### src/rtl/vga_timing_pkg.sv
// Shared constants for the VGA raster timing generator: coordinate width and
// the standard display mode tables (800x600@60 and 640x480@60).
package vga_timing_pkg;

  localparam int COORD_W   = 11;
  localparam int COORD_MAX = 2047;

  // 800x600@60, 40 MHz pixel clock, positive syncs
  localparam int SVGA_H_VISIBLE   = 800;
  localparam int SVGA_H_FP        = 40;
  localparam int SVGA_H_SYNC      = 128;
  localparam int SVGA_H_BP        = 88;
  localparam int SVGA_V_VISIBLE   = 600;
  localparam int SVGA_V_FP        = 1;
  localparam int SVGA_V_SYNC      = 4;
  localparam int SVGA_V_BP        = 23;
  localparam bit SVGA_H_SYNC_POL  = 1'b1;
  localparam bit SVGA_V_SYNC_POL  = 1'b1;

  // 640x480@60, 25.175 MHz pixel clock, negative syncs
  localparam int VGA_H_VISIBLE    = 640;
  localparam int VGA_H_FP         = 16;
  localparam int VGA_H_SYNC       = 96;
  localparam int VGA_H_BP         = 48;
  localparam int VGA_V_VISIBLE    = 480;
  localparam int VGA_V_FP         = 10;
  localparam int VGA_V_SYNC       = 2;
  localparam int VGA_V_BP         = 33;
  localparam bit VGA_H_SYNC_POL   = 1'b0;
  localparam bit VGA_V_SYNC_POL   = 1'b0;

  function automatic int axis_total(input int visible, input int fp,
                                    input int sync, input int bp);
    return visible + fp + sync + bp;
  endfunction

endpackage

### src/rtl/vga_timing_if.sv
// Raster position and sync/strobe bundle from vga_timing to the connector
// and to downstream fetch logic (vga_frame).
interface vga_timing_if;
  import vga_timing_pkg::*;

  logic [COORD_W-1:0] vga_h;
  logic [COORD_W-1:0] vga_v;
  logic               hsync;
  logic               vsync;
  logic               active;
  logic               line_start;
  logic               frame_start;

  modport master (
    output vga_h, vga_v, hsync, vsync, active, line_start, frame_start
  );

  modport slave (
    input  vga_h, vga_v, hsync, vsync, active, line_start, frame_start
  );

endinterface

### src/rtl/vga_axis_counter.sv
// One raster axis: position counter with wrap, sync window and visible flag.
// sync is registered from the next count; in_visible describes the next count.
module vga_axis_counter
  import vga_timing_pkg::*;
#(
  parameter int VISIBLE = 800,
  parameter int FP      = 40,
  parameter int SYNC    = 128,
  parameter int BP      = 88,
  parameter bit POL     = 1'b1
) (
  input  logic               clk,
  input  logic               reset,
  input  logic               advance,
  output logic [COORD_W-1:0] count,
  output logic               wrap,
  output logic               sync,
  output logic               in_visible
);

  localparam int TOTAL = axis_total(VISIBLE, FP, SYNC, BP);

  localparam logic [COORD_W-1:0] LAST       = COORD_W'(TOTAL - 1);
  localparam logic [COORD_W-1:0] ZERO       = {COORD_W{1'b0}};
  localparam logic [COORD_W-1:0] ONE        = {{(COORD_W-1){1'b0}}, 1'b1};
  localparam logic [COORD_W-1:0] VIS_END    = COORD_W'(VISIBLE);
  localparam logic [COORD_W-1:0] SYNC_FIRST = COORD_W'(VISIBLE + FP);
  localparam logic [COORD_W-1:0] SYNC_LAST  = COORD_W'(VISIBLE + FP + SYNC - 1);

  if (TOTAL > COORD_MAX) begin : g_total_check
    $error("vga_axis_counter: axis total %0d exceeds %0d", TOTAL, COORD_MAX);
  end

  logic [COORD_W-1:0] count_r;
  logic               sync_r;
  logic [COORD_W-1:0] next_count_s;
  logic               wrap_s;
  logic               next_sync_s;
  logic               in_visible_s;

  // Next position: step on advance, wrap from the last position back to zero
  always_comb begin
    next_count_s = count_r;
    wrap_s       = 1'b0;
    if (advance) begin
      if (count_r == LAST) begin
        next_count_s = ZERO;
        wrap_s       = 1'b1;
      end else begin
        next_count_s = count_r + ONE;
      end
    end else begin
      next_count_s = count_r;
    end
  end

  // Window decode on the next position so flags line up with the count
  always_comb begin
    next_sync_s  = ~POL;
    in_visible_s = 1'b0;
    if ((next_count_s >= SYNC_FIRST) && (next_count_s <= SYNC_LAST)) begin
      next_sync_s = POL;
    end else begin
      next_sync_s = ~POL;
    end
    if (next_count_s < VIS_END) begin
      in_visible_s = 1'b1;
    end else begin
      in_visible_s = 1'b0;
    end
  end

  // Position and sync registers; reset parks on the last blanking position
  always_ff @(posedge clk) begin
    if (reset) begin
      count_r <= LAST;
      sync_r  <= ~POL;
    end else begin
      count_r <= next_count_s;
      sync_r  <= next_sync_s;
    end
  end

  assign count      = count_r;
  assign wrap       = wrap_s;
  assign sync       = sync_r;
  assign in_visible = in_visible_s;

endmodule

### src/rtl/vga_timing.sv
// VGA raster timing generator: position counters, syncs, active video and
// line/frame strobes. Optional pixel clock-enable under VGA_TIMING_CE_EN.
module vga_timing
  import vga_timing_pkg::*;
#(
  parameter int H_VISIBLE  = SVGA_H_VISIBLE,
  parameter int H_FP       = SVGA_H_FP,
  parameter int H_SYNC     = SVGA_H_SYNC,
  parameter int H_BP       = SVGA_H_BP,
  parameter int V_VISIBLE  = SVGA_V_VISIBLE,
  parameter int V_FP       = SVGA_V_FP,
  parameter int V_SYNC     = SVGA_V_SYNC,
  parameter int V_BP       = SVGA_V_BP,
  parameter bit H_SYNC_POL = SVGA_H_SYNC_POL,
  parameter bit V_SYNC_POL = SVGA_V_SYNC_POL
) (
  input  logic            clk,
  input  logic            reset,
`ifdef VGA_TIMING_CE_EN
  input  logic            pix_ce,
`endif
  vga_timing_if.master    vga
);

  logic               ce_s;
  logic [COORD_W-1:0] h_count_s;
  logic [COORD_W-1:0] v_count_s;
  logic               h_wrap_s;
  logic               v_wrap_s;
  logic               h_sync_s;
  logic               v_sync_s;
  logic               h_visible_s;
  logic               v_visible_s;
  logic               active_r;
  logic               line_start_r;
  logic               frame_start_r;

`ifdef VGA_TIMING_CE_EN
  assign ce_s = pix_ce;
`else
  assign ce_s = 1'b1;
`endif

  vga_axis_counter #(
    .VISIBLE (H_VISIBLE),
    .FP      (H_FP),
    .SYNC    (H_SYNC),
    .BP      (H_BP),
    .POL     (H_SYNC_POL)
  ) u_h_axis (
    .clk        (clk),
    .reset      (reset),
    .advance    (ce_s),
    .count      (h_count_s),
    .wrap       (h_wrap_s),
    .sync       (h_sync_s),
    .in_visible (h_visible_s)
  );

  // The vertical axis only moves on a horizontal wrap, so vsync edges fall on vga_h==0
  vga_axis_counter #(
    .VISIBLE (V_VISIBLE),
    .FP      (V_FP),
    .SYNC    (V_SYNC),
    .BP      (V_BP),
    .POL     (V_SYNC_POL)
  ) u_v_axis (
    .clk        (clk),
    .reset      (reset),
    .advance    (h_wrap_s),
    .count      (v_count_s),
    .wrap       (v_wrap_s),
    .sync       (v_sync_s),
    .in_visible (v_visible_s)
  );

  // Strobes and active video; a wrap means the next position is column/row zero
  always_ff @(posedge clk) begin
    if (reset) begin
      active_r      <= 1'b0;
      line_start_r  <= 1'b0;
      frame_start_r <= 1'b0;
    end else if (ce_s) begin
      active_r      <= h_visible_s & v_visible_s;
      line_start_r  <= h_wrap_s;
      frame_start_r <= h_wrap_s & v_wrap_s;
    end else begin
      active_r      <= active_r;
      line_start_r  <= line_start_r;
      frame_start_r <= frame_start_r;
    end
  end

  assign vga.vga_h       = h_count_s;
  assign vga.vga_v       = v_count_s;
  assign vga.hsync       = h_sync_s;
  assign vga.vsync       = v_sync_s;
  assign vga.active      = active_r;
  assign vga.line_start  = line_start_r;
  assign vga.frame_start = frame_start_r;

endmodule

### src/flat_wrapper.sv
// flat-port wrapper written by rule: the top's interface ports become plain ports
module vga_timing_flat import vga_timing_pkg::*;
#(
  parameter int H_VISIBLE  = SVGA_H_VISIBLE,
  parameter int H_FP       = SVGA_H_FP,
  parameter int H_SYNC     = SVGA_H_SYNC,
  parameter int H_BP       = SVGA_H_BP,
  parameter int V_VISIBLE  = SVGA_V_VISIBLE,
  parameter int V_FP       = SVGA_V_FP,
  parameter int V_SYNC     = SVGA_V_SYNC,
  parameter int V_BP       = SVGA_V_BP,
  parameter bit H_SYNC_POL = SVGA_H_SYNC_POL,
  parameter bit V_SYNC_POL = SVGA_V_SYNC_POL
)
  (clk, reset, vga_vga_h, vga_vga_v, vga_hsync, vga_vsync, vga_active, vga_line_start, vga_frame_start);
  vga_timing_if vga_i ();
  input  logic clk;
  input  logic reset;
  output wire logic [$bits(vga_i.vga_h)-1:0] vga_vga_h;
  output wire logic [$bits(vga_i.vga_v)-1:0] vga_vga_v;
  output wire logic [$bits(vga_i.hsync)-1:0] vga_hsync;
  output wire logic [$bits(vga_i.vsync)-1:0] vga_vsync;
  output wire logic [$bits(vga_i.active)-1:0] vga_active;
  output wire logic [$bits(vga_i.line_start)-1:0] vga_line_start;
  output wire logic [$bits(vga_i.frame_start)-1:0] vga_frame_start;
  assign vga_vga_h = vga_i.vga_h;
  assign vga_vga_v = vga_i.vga_v;
  assign vga_hsync = vga_i.hsync;
  assign vga_vsync = vga_i.vsync;
  assign vga_active = vga_i.active;
  assign vga_line_start = vga_i.line_start;
  assign vga_frame_start = vga_i.frame_start;
  vga_timing #(.H_VISIBLE(H_VISIBLE), .H_FP(H_FP), .H_SYNC(H_SYNC), .H_BP(H_BP), .V_VISIBLE(V_VISIBLE), .V_FP(V_FP), .V_SYNC(V_SYNC), .V_BP(V_BP), .H_SYNC_POL(H_SYNC_POL), .V_SYNC_POL(V_SYNC_POL)) u_core (.clk(clk), .reset(reset), .vga(vga_i));
endmodule
### config.mk
export PLATFORM = sky130hd
export DESIGN_NAME = vga_timing_flat
export DESIGN_NICKNAME = d
export VERILOG_FILES = /design/src/rtl/vga_timing_pkg.sv /design/src/rtl/vga_timing_if.sv /design/src/rtl/vga_axis_counter.sv /design/src/rtl/vga_timing.sv /design/src/flat_wrapper.sv
export SDC_FILE = /design/constraint.sdc
export NUM_CORES = 1
export LEC_CHECK = 0
export ABC_AREA = 1
export BUFFER_PORTS_ARGS = -buffer_cell sky130_fd_sc_hd__buf_2
export CORE_ASPECT_RATIO = 0.5
export CORE_UTILIZATION = 55
export CTS_CLUSTER_DIAMETER = 150
export DETAILED_ROUTE_END_ITERATION = 8
export HOLD_SLACK_MARGIN = 0.05
export PLACE_DENSITY_LB_ADDON = 0.08
export SYNTH_ARGS = -nofsm -noshare
export SYNTH_HDL_FRONTEND = slang
export SYNTH_SLANG_ARGS = --single-unit
### constraint.sdc
create_clock -name clk -period 3.1 [get_ports clk]
set_input_delay 0.31 -clock clk [delete_from_list [all_inputs] [get_ports clk]]
set_output_delay 0.31 -clock clk [all_outputs]
set_load 0.05 [all_outputs]
==> results.json <==
{
  "synth_top_family_by_area": "simple AND/OR/NAND/NOR gates",
  "cp.required_ns": 3.31,
  "cts_tree": "yes",
  "maxCapViolCount": 0,
  "rows": 14,
  "ios": 29,
  "start_util_pct": 58.58,
  "ant_nets": 0,
  "fp.dieW_um": 82.58,
  "min_path_type": "input port to flip-flop",
  "final_cells": 335,
  "antenna_cells": 0,
  "synth_mux_area_share_pct": 0,
  "synth.net_count": 271,
  "rsz0062_at_grt": "no",
  "routed_wl_mm": 4.169,
  "ys_seq_area_share_pct": 30.27,
  "areaGrowthSynthToFinish_pct": 11.98,
  "ys_warn_count": 0,
  "drt_iter0_markers": 92,
  "crit_type": "flip-flop to flip-flop",
  "ir_drop_mv": 0.7768,
  "grt_pass1_vias": 1561,
  "clock_sinks": 27,
  "synth-compound-area-share_pct": 5.676,
  "skew_ns": 0.007386,
  "period_share_pct": 67.94,
  "leakage_nw": 1.037,
  "synth_simple_gate_area_share_pct": 50.88,
  "cts_setup_buffers": 0,
  "overflow": 0,
  "avgSynthCellArea_um2": 6.712,
  "drc_errors": 0,
  "layout_commonest_cell": "nand2_1",
  "grt_usage_pct": 26.64,
  "fin_crit_ns": 2.106,
  "first_pass_iters": 4,
  "final_cell_mix": "77 x nand2_1, 33 x nor2_1, 28 x buf_2, 27 x inv_1, 27 x dfxtp_1",
  "crit_arrival_ns": 2.32,
  "synth_fa_ha_area_share_pct": 2.102,
  "fin_util_pct": 65.60,
  "cts_made_buffers": 3,
  "max_freq_mhz": 474.8,
  "drive_gt1_share_pct": 25.76,
  "synth-seq-cells": 27,
  "placedCellCount": 331,
  "viasPerCell": 5.200,
  "setup_viol": 0,
  "core_um2": 3048,
  "grt_pass1_wl_mm": 6.975,
  "final.fill_count": 286,
  "die_h_um": 42.29,
  "syn_area_um2": 1785,
  "cts_buffer_depth": 2,
  "cts_root_buf": "clkbuf_8",
  "port_buffers": 28,
  "finalHoldViolCount": 0,
  "ys_types": 34,
  "antenna_found_initial": 0,
  "crit_fanout": 8,
  "htreeDepth": 1,
  "powerDensity_nw_per_um2": 1249,
  "vias": 1742,
  "clk_latency_ns": 0.28,
  "tns_ns": 0,
  "tightestPinTransition_ns": 0.3307,
  "synth_cells": 266,
  "cp-end-kind": "flip-flop",
  "slew_viol_final": 0,
  "critPathLaunchType": "flip-flop",
  "clkSlewWorstSetupHoldPaths_ns": 0.10,
  "synth_xor_area_share_pct": 2.453,
  "fp.dieArea_um2": 3492,
  "wl_per_cell_um": 12.44,
  "grt_max_degree": 17,
  "hpwl_mm": 3.258,
  "fin_nets": 301,
  "hold_buffers": 0,
  "status": "finished clean",
  "gp_congestion": 0.8932,
  "cts.repair.resized": 0,
  "hold_slack_ns": 0.3969,
  "maxSlewHeadroom_pct": 77.75
}
## critical path, cell delays in order, from the launching register on
cell and delay (ns):
dfxtp_1 0.47, ha_1 0.25, nand2_2 0.11, nor2_4 0.15
nand2_1 0.11, nor2_4 0.20, nand4_2 0.13, nand2_1 0.15
nand2_1 0.07, nor2_1 0.11, nand2_1 0.08, nor2_1 0.10
a21oi_1 0.05, nor2_1 0.09
## area by class of cell
cell class	instances	area (µm²)	area share, %
clock buffer	3	41.29	2.065
clock inverter	1	5.005	0.2503
multi-input combinational	201	1091	54.57
tap	40	50.05	2.503
timing repair buffer	28	140.1	7.009
sequential	27	540.5	27.03
inverter	35	131.4	6.571
## final timing paths
check,start,to,slack [ns],cells past startpoint
setup / recovery,u_core.u_h_axis.count[0],u_core.u_v_axis.sync,0.99,13
hold / removal,reset,u_core.u_h_axis.count[5],0.40,2
setup reg to reg,u_core.u_h_axis.count[0],u_core.u_v_axis.sync,0.99,13
hold reg to reg,u_core.u_h_axis.count[0],u_core.u_h_axis.count[0],0.60,1
## report_power, final
group | total (mW) | switching (mW) | internal, mW
registers | 0.593 | 0.140 | 0.452
logic | 1.70 | 1.21 | 0.497
clock network | 0.201 | 0.111 | 0.0901
## metal layers
layer,share of wire (%),routed length [µm],track usage (%),vias up
li1,-,-,-,897
met1,49,2026,37.97,782
met2,44,1825,40.50,57
met3,6.6,274,6.087,6
met4,1.0,43,6.897,0
met5,0,0,0,-
## flip-flops by register name, summed over array words and instances, names as in the netlist
register                count
u_core.vga.active           1
u_core.vga.frame_start      1
u_core.u_v_axis.count      11
u_core.vga.line_start       1
u_core.u_h_axis.count      11
u_core.u_v_axis.sync        1
u_core.u_h_axis.sync        1
## cell usage after synthesis
cell	count	share of area (%)
or2_2	3	1.1
nor2_2	5	1.8
a21oi_1	3	0.84
nor2_8	1	1.1
nor4_1	1	0.35
nand2_2	8	2.8
and3_1	1	0.35
inv_1	27	5.7
a21boi_1	2	0.84
nand4_1	3	1.1
a21oi_2	2	0.98
nand4_2	2	1.4
o21ai_0	5	1.4
ha_1	3	2.1
nor3_4	1	0.91
dfxtp_1	27	30
nand3_1	19	5.3
nor2_4	6	3.8
clkbuf_1	1	0.21
buf_4	1	0.42
xor2_1	4	2.0
nor2_1	33	6.9
nand3b_4	1	1.1
xnor2_1	1	0.49
inv_2	6	1.3
buf_6	1	0.63
nand3_2	7	3.9
o21ai_2	1	0.49
nor3_1	6	1.7
clkinv_1	2	0.42
nor3b_2	1	0.70
o21ai_1	4	1.1
nand3b_1	1	0.42
nand2_1	77	16
## cells by family after synthesis
logic type | after synthesis
flops | 27
buf+inv | 38
fa+ha+maj | 3
simple gates | 176
xor+xnor | 5
compound gates | 17
## per-stage QoR
stage | area [µm²] | total power, mW | setup slack (ns)
2_1_floorplan | 1785 | 1.973 | 0.8684
3_3_place_gp | 1953 | 2.256 | 1.072
3_5_place_dp | 1953 | 2.288 | 1.031
4_1_cts | 1999 | 2.499 | 1.009
5_1_grt | 1999 | 2.702 | 0.7591
6_report | 1999 | 2.497 | 0.9937
No activity file was read; power rests on OpenSTA's default activity.
